<file path="config.mk">
export PLATFORM = sky130hd
export DESIGN_NAME = alu_issue_ctrl
export DESIGN_NICKNAME = d
export VERILOG_FILES = /design/src/rtl/alu_issue_ctrl_pkg.sv /design/src/rtl/alu_issue_ctrl.sv
export SDC_FILE = /design/constraint.sdc
export NUM_CORES = 1
export LEC_CHECK = 0
export ABC_AREA = 0
export ABC_CLOCK_PERIOD_IN_PS = 1600
export BUFFER_PORTS_ARGS = -buffer_cell sky130_fd_sc_hd__buf_2
export CAP_MARGIN = 20
export CORE_MARGIN = 3
export CORE_UTILIZATION = 40
export CTS_CLUSTER_DIAMETER = 100
export DETAILED_ROUTE_END_ITERATION = 6
export PLACE_DENSITY = 0.73
export RECOVER_POWER = 100
export SYNTH_ARGS = -nofsm -noshare
export SYNTH_HDL_FRONTEND = slang
export SYNTH_SLANG_ARGS = --single-unit
</file>
<file path="constraint.sdc">
create_clock -name clk -period 1.6 [get_ports clk]
set_input_delay 0.08 -clock clk [delete_from_list [all_inputs] [get_ports clk]]
set_output_delay 0.08 -clock clk [all_outputs]
set_load 0.02 [all_outputs]
</file>
<file path="src/rtl/alu_issue_ctrl_pkg.sv">
// alu_issue_ctrl_pkg
//   Shared definitions for the ALU issue controller and anything that talks to it.
//   - ALU control code constants (integer, multiply, buffer and FP code range)
//   - FSM state encoding for the issue controller
//   - Small helpers that classify a control code
package alu_issue_ctrl_pkg;

  localparam logic [4:0] ALU_ADD        = 5'd2;
  localparam logic [4:0] ALU_MUL        = 5'd5;
  localparam logic [4:0] ALU_SUB        = 5'd6;
  localparam logic [4:0] ALU_MULU       = 5'd21;
  localparam logic [4:0] ALU_BUF        = 5'd22;
  localparam logic [4:0] ALU_FP_FIRST   = 5'd23;
  localparam logic [4:0] ALU_FP_LAST    = 5'd29;
  localparam logic [4:0] ALU_LAST_LEGAL = 5'd29;

  typedef enum logic [1:0] {
    ST_IDLE = 2'd0,
    ST_EXEC = 2'd1,
    ST_RESP = 2'd2
  } issue_state_t;

  // FP operations use the FP latency, everything else the integer latency.
  function automatic logic is_fp_code(input logic [4:0] code);
    return (code >= ALU_FP_FIRST) && (code <= ALU_FP_LAST);
  endfunction

  // Codes above the last legal one never reach the ALU result path.
  function automatic logic is_illegal_code(input logic [4:0] code);
    return code > ALU_LAST_LEGAL;
  endfunction

  // Only the two multiplies produce a 64-bit result worth keeping in HI/LO.
  function automatic logic writes_hilo(input logic [4:0] code);
    return (code == ALU_MUL) || (code == ALU_MULU);
  endfunction

endpackage

</file>
<file path="src/rtl/alu_issue_ctrl.sv">
// alu_issue_ctrl
//   Issues one operation at a time to an external ALU, waits a fixed latency
//   (FP_LAT for FP codes, INT_LAT otherwise, each 1..7), captures the result
//   and holds it as a response until the consumer accepts it. Multiplies also
//   update the HI/LO architectural registers. Illegal codes (30, 31) skip the
//   ALU and return an error response immediately.
//
// Ports
//   clk, rst                 clock (rising edge) and synchronous active-high reset
//   req_valid/req_ready      request handshake
//   req_ctrl/req_a/req_b     ALU control code and operands
//   req_tag                  destination tag, echoed on resp_tag
//   alu_ctrl/alu_a/alu_b     registered operation driven to the ALU
//   alu_out/alu_out_high     ALU low/high result
//   alu_zero/alu_overflow    ALU flags
//   resp_valid/resp_ready    response handshake
//   resp_data/resp_tag       captured result and its tag
//   resp_zero/resp_overflow  captured flags
//   resp_err                 set for illegal control codes
//   hi_q/lo_q                HI/LO architectural registers
module alu_issue_ctrl
  import alu_issue_ctrl_pkg::*;
#(
  parameter int FP_LAT  = 2,
  parameter int INT_LAT = 1
) (
  input  logic        clk,
  input  logic        rst,
  input  logic        req_valid,
  output logic        req_ready,
  input  logic [4:0]  req_ctrl,
  input  logic [31:0] req_a,
  input  logic [31:0] req_b,
  input  logic [4:0]  req_tag,
  output logic [4:0]  alu_ctrl,
  output logic [31:0] alu_a,
  output logic [31:0] alu_b,
  input  logic [31:0] alu_out,
  input  logic [31:0] alu_out_high,
  input  logic        alu_zero,
  input  logic        alu_overflow,
  output logic        resp_valid,
  input  logic        resp_ready,
  output logic [31:0] resp_data,
  output logic [4:0]  resp_tag,
  output logic        resp_zero,
  output logic        resp_overflow,
  output logic        resp_err,
  output logic [31:0] hi_q,
  output logic [31:0] lo_q
);

  // Counter is preloaded with L-1 so that the capture lands exactly L edges
  // after the accept edge.
  localparam logic [2:0] FP_LOAD  = 3'(FP_LAT - 1);
  localparam logic [2:0] INT_LOAD = 3'(INT_LAT - 1);

  issue_state_t state_q;
  issue_state_t state_d;
  logic [2:0]   count_q;
  logic [4:0]   tag_q;
  logic         accept;
  logic         capture;

  assign accept  = (state_q == ST_IDLE) && req_valid;
  assign capture = (state_q == ST_EXEC) && (count_q == 3'd0);

  always_ff @(posedge clk) begin
    if (rst) begin
      state_q <= ST_IDLE;
    end else begin
      state_q <= state_d;
    end
  end

  // Illegal codes bypass EXEC entirely; RESP only leaves on the handshake,
  // and IDLE is the only state that accepts, so requests never overlap.
  always_comb begin
    state_d = state_q;
    unique case (state_q)
      ST_IDLE: begin
        if (req_valid) begin
          state_d = is_illegal_code(req_ctrl) ? ST_RESP : ST_EXEC;
        end
      end
      ST_EXEC: begin
        if (count_q == 3'd0) begin
          state_d = ST_RESP;
        end
      end
      ST_RESP: begin
        if (resp_ready) begin
          state_d = ST_IDLE;
        end
      end
      default: state_d = ST_IDLE;
    endcase
  end

  always_comb begin
    req_ready  = (state_q == ST_IDLE);
    resp_valid = (state_q == ST_RESP);
  end

  // Response registers change only at a capture edge (or at an illegal
  // accept), so they stay frozen for the whole RESP stall.
  always_ff @(posedge clk) begin
    if (rst) begin
      count_q       <= 3'd0;
      alu_ctrl      <= ALU_BUF;
      alu_a         <= 32'd0;
      alu_b         <= 32'd0;
      tag_q         <= 5'd0;
      resp_data     <= 32'd0;
      resp_tag      <= 5'd0;
      resp_zero     <= 1'b0;
      resp_overflow <= 1'b0;
      resp_err      <= 1'b0;
      hi_q          <= 32'd0;
      lo_q          <= 32'd0;
    end else if (accept) begin
      alu_ctrl <= req_ctrl;
      alu_a    <= req_a;
      alu_b    <= req_b;
      tag_q    <= req_tag;
      if (is_illegal_code(req_ctrl)) begin
        count_q       <= 3'd0;
        resp_data     <= 32'd0;
        resp_tag      <= req_tag;
        resp_zero     <= 1'b1;
        resp_overflow <= 1'b0;
        resp_err      <= 1'b1;
      end else begin
        count_q <= is_fp_code(req_ctrl) ? FP_LOAD : INT_LOAD;
      end
    end else if (capture) begin
      resp_data     <= alu_out;
      resp_tag      <= tag_q;
      resp_zero     <= alu_zero;
      resp_overflow <= alu_overflow;
      resp_err      <= 1'b0;
      if (writes_hilo(alu_ctrl)) begin
        hi_q <= alu_out_high;
        lo_q <= alu_out;
      end
    end else if (state_q == ST_EXEC) begin
      count_q <= count_q - 3'd1;
    end
  end

endmodule

</file>
After elaboration in Yosys (flattened, before gate mapping)
Cells that the tools add are included.
{"block": "word_totals", "ff_bits": 183, "in_bits": 144}
{"block": "classes", "n_addsub": 1, "n_lt_le_gt_ge": 3, "eq_ne": 9, "n_mux": 24, "bitwise": 1, "n_reduce_logical": 12}
{"op": "32-bit two-way mux", "count": 3}
{"op": "5-bit two-way mux", "count": 3}
{"op": "1-bit two-way mux", "count": 10}
{"op": "3-bit two-way mux", "count": 3}
{"op": "2-bit two-way mux", "count": 4}
{"op": "2-bit by 1-bit != test with 1-bit output (second input constant)", "count": 3}
{"op": "2-bit one-hot mux with 3 select lines", "count": 1}
{"op": "3-bit AND reduction", "count": 2}
{"op": "5-bit by 3-bit equality test with 1-bit output (second input constant)", "count": 1}
{"op": "5-bit equality test (second input constant)", "count": 1}
{"op": "5-bit greater-or-equal comparator (second input constant)", "count": 1}
{"op": "5-bit greater-than comparator (second input constant)", "count": 1}
{"op": "5-bit <= comparator (second input constant)", "count": 1}
{"op": "2-bit != test (second input constant)", "count": 2}
{"op": "2-bit AND reduction", "count": 2}
{"op": "2-bit nonzero test", "count": 2}
{"op": "1-bit logical AND", "count": 3}
{"op": "3-bit zero test", "count": 1}
{"op": "3-bit by 1-bit subtractor with 3-bit output (second input constant)", "count": 1}
{"op": "2-bit by 1-bit equality test with 1-bit output (second input constant)", "count": 1}
{"op": "2-bit equality test (second input constant)", "count": 1}
{"op": "2-bit zero test", "count": 1}
{"op": "1-bit logical OR", "count": 1}
{"op": "1-bit inverter", "count": 1}

Logic depth before layout (Yosys ltp)
{"block": "logic_depth", "ltp_word": 5, "mapped_depth": 9, "mapped_depth_nobuf": 6}

Least setup slack after synthesis
Ideal clock, no wire load.
{"block": "synth_path", "kind": "register to register", "start": "register count_q[0]", "end": "register resp_data[21]", "setup_ps": 71, "t_arrival_ps": 1632, "setup_slack_ps": -103, "path_stages_with_launch": 9, "path_buffers": 2, "synth_period_minus_slack_ps": 1703, "cell_sequence": "dfxtp_1 -> inv_1 -> ha_1 -> ha_1 -> nand3b_1 -> clkbuf_1 -> buf_2 -> o211ai_1 -> a21oi_1"}
{"block": "synth_between", "elab_chain_len": 4}
{"item": "start, declared", "line_no": "alu_issue_ctrl.sv:60", "source": "logic [2:0] count_q;"}
{"item": "start signal, assigned", "line_no": "alu_issue_ctrl.sv:134", "source": "count_q <= is_fp_code(req_ctrl) ? FP_LOAD : INT_LOAD;"}
{"item": "start signal, assigned", "line_no": "alu_issue_ctrl.sv:147", "source": "count_q <= count_q - 3'd1;"}
{"item": "3-bit zero test", "line_no": "alu_issue_ctrl.sv:66", "source": "assign capture = (state_q == ST_EXEC) && (count_q == 3'd0);"}
{"item": "1-bit logical AND", "line_no": "alu_issue_ctrl.sv:66"}
{"item": "2-bit nonzero test (no source line)"}
{"item": "2-bit AND reduction (no source line)"}
{"item": "end signal, assigned", "line_no": "alu_issue_ctrl.sv:137", "source": "resp_data <= alu_out;"}
{"item": "end, declared", "line_no": "alu_issue_ctrl.sv:44", "source": "output logic [31:0] resp_data,"}
No other way between the ends.
A chain may end at the register's enable or synchronous reset.

Final worst setup path
{"block": "layout_path", "start": "register count_q[0]", "end": "register hi_q[2]"}
{"block": "layout_between", "elab_chain_len": 3}
{"item": "3-bit zero test", "line_no": "alu_issue_ctrl.sv:66"}
{"item": "1-bit logical AND", "line_no": "alu_issue_ctrl.sv:66"}
{"item": "3-bit AND reduction (no source line)"}
{"item": "end signal, assigned", "line_no": "alu_issue_ctrl.sv:143", "source": "hi_q <= alu_out_high;"}
{"item": "end, declared", "line_no": "alu_issue_ctrl.sv:49", "source": "output logic [31:0] hi_q,"}
No other way between the ends.

==> results.md <==
| Stage | Metric | Reported |
|:---|:---|:---|
| run status | Result of the run | finished with violations |
| run status | Violated checks | negative setup slack |
| route | Final routed wirelength across all metal layers | 27.38 mm |
| timing | Final cycle utilization of the critical path | 1.032 |
| die | Number of placement rows | 47 |
| clocking | Maximum level of the CTS H-tree | 4 |
| route | DRC violations left | 0 |
| worst setup path | Cell family contributing the most delay on the critical path | buffers and inverters |
| global routing | Initial antenna violation count | 2 |
| worst setup path | CP Capture Type | register |
| pwr | VDD IR-drop max | 763.0 uV |
| timing | Final clock skew | 0.01453 ns |
| synthesis | Flip-flop and latch count after synthesis | 183 |
| worst setup path | Slowest library cell on the worst path | sky130_fd_sc_hd__dfxtp_2 |
| worst setup path | Critical path's largest stage delay | 0.32 ns |
| synthesis | Seq/Total Area, Yosys | 0.5360 |
| die | Die Height | 136.7 um |
| die | Core footprint | 16640 sq um |
| die | Width of the die | 136.7 um |
| pwr | Overall power of the completed layout | 12.52 mW |
| route | Vias per cell | 5.330 |
| clocking | Clock tree buffer depth | 2 |
| timing | Number of setup violations in the final report | 9 |
| timing | Max transition margin | 0.6795 |
| route | Routed vias | 7989 |
| run | Maximum capacitance violations | 0 |
| die | Io pins | 319 |
| global routing | Global-route wire length before repair | 37.48 mm |
| clocking | Clock insertion delay at the later pin of the skew report | 0.42 ns |
| placed design | Final GP Congestion | 0.7718 |
| final layout | Layout overhead on the synthesized area | 65.51% |
| final layout | Final core utilization | 0.6798 |
| timing | Unrepaired setup endpoints after global routing | true |
| clocking | CTS Root Buffer Type | sky130_fd_sc_hd__clkbuf_16 |
| clocking | Clk slew on worst S/H paths | 0.06 ns |
| global routing | Largest net degree at the start of global routing | 78 |
| synthesis | Main synth FF type | sky130_fd_sc_hd__dfxtp_1 |
| worst setup path | Highest net fanout along the worst path | 8 |
| placed design | Post-placement cell count | 1307 |
| clocking | Clock Sink Count | 183 |
| route | Average routed wire per standard cell | 18.26 um |
| timing | Final WS setup | -0.05112 ns |
| min path | Class of the tightest hold or removal check | primary input to register |
| final layout | NumNets Final | 1411 |
| worst setup path | Worst path cell trace | inv_2 -> ha_4 -> ha_4 -> and3b_4 -> buf_12 -> buf_12 -> nand3_1 -> a21oi_2 |
| pwr | Power density cells | 1106 nW/um^2 |
| timing | Minimum clock period after layout | 1.651 ns |
| synthesis | Post-Syn Area per Cell | 8.315 sq um |
| die | Initial standard-cell utilization of the core | 0.4107 |
| final layout | Post-route non-filler standard cell count | 1499 |
| synthesis | Share of flip-flops with an asynchronous set or reset | 0 |
| final layout | Commonest cells after routing, fill and taps aside | 181 x sky130_fd_sc_hd__dfxtp_1, 178 x sky130_fd_sc_hd__clkbuf_1, 169 x sky130_fd_sc_hd__nand2_1, 146 x sky130_fd_sc_hd__a21oi_1, 142 x sky130_fd_sc_hd__buf_2 |
| worst setup path | Worst Path Arrival | 1.99 ns |
| worst setup path | Critical path type | register to register |
| placed design | Port Buffers | 318 |
| global routing | Vias in the first global route | 7468 |
| die | Floorplan die area | 18690 sq um |
| pwr | Total leakage power | 4.193 nW |
| synthesis | Number of different library cells in the post-synthesis netlist | 40 |
| placed design | Estimated wirelength of the detail-placed design | 14.97 mm |
| route | Starting DRC count in detailed routing | 535 |
| synthesis | Number of synthesized flops with an enable pin | 0 |
| global routing | Global-route usage over all layers | 0.2507 |
| timing | Hold violation count in the final report | 0 |
| timing | Transition time at the pin with the least slew margin | 0.4807 ns |
| synthesis | Synthesized netlist net count | 968 |
| final layout | Most common cell after layout, fill and taps aside | sky130_fd_sc_hd__dfxtp_1 |
| route | Number of nets with antenna violations after detailed routing | 0 |
| placed design | Placement Setup Slack | -0.1572 ns |
| clocking | TritonCTS clock tree | done |
| worst setup path | Critical path buffers and inverters | 3 |
| synthesis | Area of the mapped netlist | 6835 sq um |
| worst setup path | Data required time at the worst endpoint | 1.94 ns |
| timing | Fin. max-slew vios | 0 |
| global routing | Remaining Overflow, GRT | 0 |
| synthesis | Syn Inst Count | 822 |
| final layout | Fraction of layout cells with a size suffix above 1 | 0.2373 |
| synthesis | Count of synthesis-stage warnings from yosys | 0 |
| worst setup path | Startpoint kind of the worst setup timing path | register |
| clocking | Number of buffers inserted during clock tree synthesis | 17 |
| timing | Achievable Freq | 605.6 MHz |
| route | First-pass DRT Iterations | 5 |
[worst min-delay path, cell delays in order]
cell and delay [ns]:
sky130_fd_sc_hd__buf_2 0.09, sky130_fd_sc_hd__inv_1 0.05, sky130_fd_sc_hd__nor2_1 0.09, sky130_fd_sc_hd__a211o_1 0.10
[final timing paths]
path / start / to / slack [ns] / cells past startpoint
max reg2reg: count_q[0]$_SDFFE_PP0P_ / hi_q[2]$_SDFFE_PP0P_ / -0.05 / 8
min reg2reg: alu_b[14]$_SDFFE_PP0P_ / alu_b[14]$_SDFFE_PP0P_ / 0.45 / 2
min: req_ctrl[4] / alu_ctrl[4]$_SDFFE_PP1P_ / 0.02 / 4
max: count_q[0]$_SDFFE_PP0P_ / hi_q[2]$_SDFFE_PP0P_ / -0.05 / 8
[kinds of logic after synthesis]
logic type,Yosys count,share of synthesized area
AOI/OAI and AO/OA,277,0.2277
and+or+nand+nor,268,0.1712
DFF,183,0.5360
buffers and inverters,87,0.05418
muxes,5,0.007322
adders and majority gates,2,0.003660
[power by group]
part	internal [mW]	switching (mW)	total [mW]
clock network	2.35	1.78	4.13
registers	4.88	0.176	5.05
logic	1.41	1.93	3.34
total	8.63	3.88	12.5
[layer usage]
| metal | wire, um | global-route usage | share of wire | up-vias |
|---|---|---|---|---|
| met1 | 10200 | 0.2909 | 0.37 | 3753 |
| met2 | 13880 | 0.4395 | 0.51 | 423 |
| met4 | 906 | 0.09239 | 0.033 | 0 |
| li1 | - | - | - | 3741 |
| met3 | 2393 | 0.07022 | 0.087 | 72 |
| met5 | 0 | 0 | 0 | - |
[cells in the mapped netlist (2+ instances only)]
| library cell | instances | area [sq um] |
|---|---|---|
| sky130_fd_sc_hd__a21oi_1 | 165 | 825.8 |
| sky130_fd_sc_hd__a221oi_2 | 5 | 75.07 |
| sky130_fd_sc_hd__inv_1 | 5 | 18.77 |
| sky130_fd_sc_hd__buf_6 | 2 | 22.52 |
| sky130_fd_sc_hd__o21ai_0 | 64 | 320.3 |
| sky130_fd_sc_hd__nand3_1 | 64 | 320.3 |
| sky130_fd_sc_hd__nor2b_1 | 2 | 12.51 |
| sky130_fd_sc_hd__a2111oi_0 | 2 | 17.52 |
| sky130_fd_sc_hd__buf_1 | 9 | 33.78 |
| sky130_fd_sc_hd__mux2i_1 | 5 | 50.05 |
| sky130_fd_sc_hd__nand2_1 | 169 | 634.4 |
| sky130_fd_sc_hd__dfxtp_1 | 183 | 3664 |
| sky130_fd_sc_hd__nor2_1 | 16 | 60.06 |
| sky130_fd_sc_hd__clkbuf_1 | 50 | 187.7 |
| sky130_fd_sc_hd__o211ai_1 | 33 | 247.7 |
| sky130_fd_sc_hd__nand3b_1 | 4 | 30.03 |
| sky130_fd_sc_hd__ha_1 | 2 | 25.02 |
| sky130_fd_sc_hd__buf_2 | 20 | 100.1 |
[timing repair]
item | 4_1_cts | 5_1_grt
cloned | 0 | 14
setup endpoints to repair | 72 | 97
hold buffers | 138 | 0
hold endpoints to repair | 170 | 0
gates resized for setup | 10 | 141
pin swaps | 2 | 44
setup buffers | 1 | 6
[state kept, by name, summed over array words and instances, names as in the netlist, 2 cells and up]
signal	cells
hi_q	32
tag_q	5
resp_data	32
resp_tag	5
alu_b	32
alu_ctrl	5
count_q	3
alu_a	32
lo_q	32
state_q	2
[metrics by stage]
stage	cell area, sq um	hold slack [ns]	setup TNS (ns)
6_report	11310	0.01805	-0.1354
5_1_grt	11310	0.04046	-2.417
3_3_place_gp	8797	0.3209	0
3_5_place_dp	8797	0.3265	-0.6667
4_1_cts	10780	0.002408	-0.02930
2_1_floorplan	6859	0.2048	0
[cell type report]
type,instances,area [sq um]
repair buffers,506,3578
fillers,1324,5329
flip-flops and latches,183,3666
well taps,220,275.3
diodes,2,5.005
clock buffers,21,450.4
clock inverters,10,121.4
inverters,5,18.77
multi-input cells,552,3198
(Power assumes the default switching activity.)
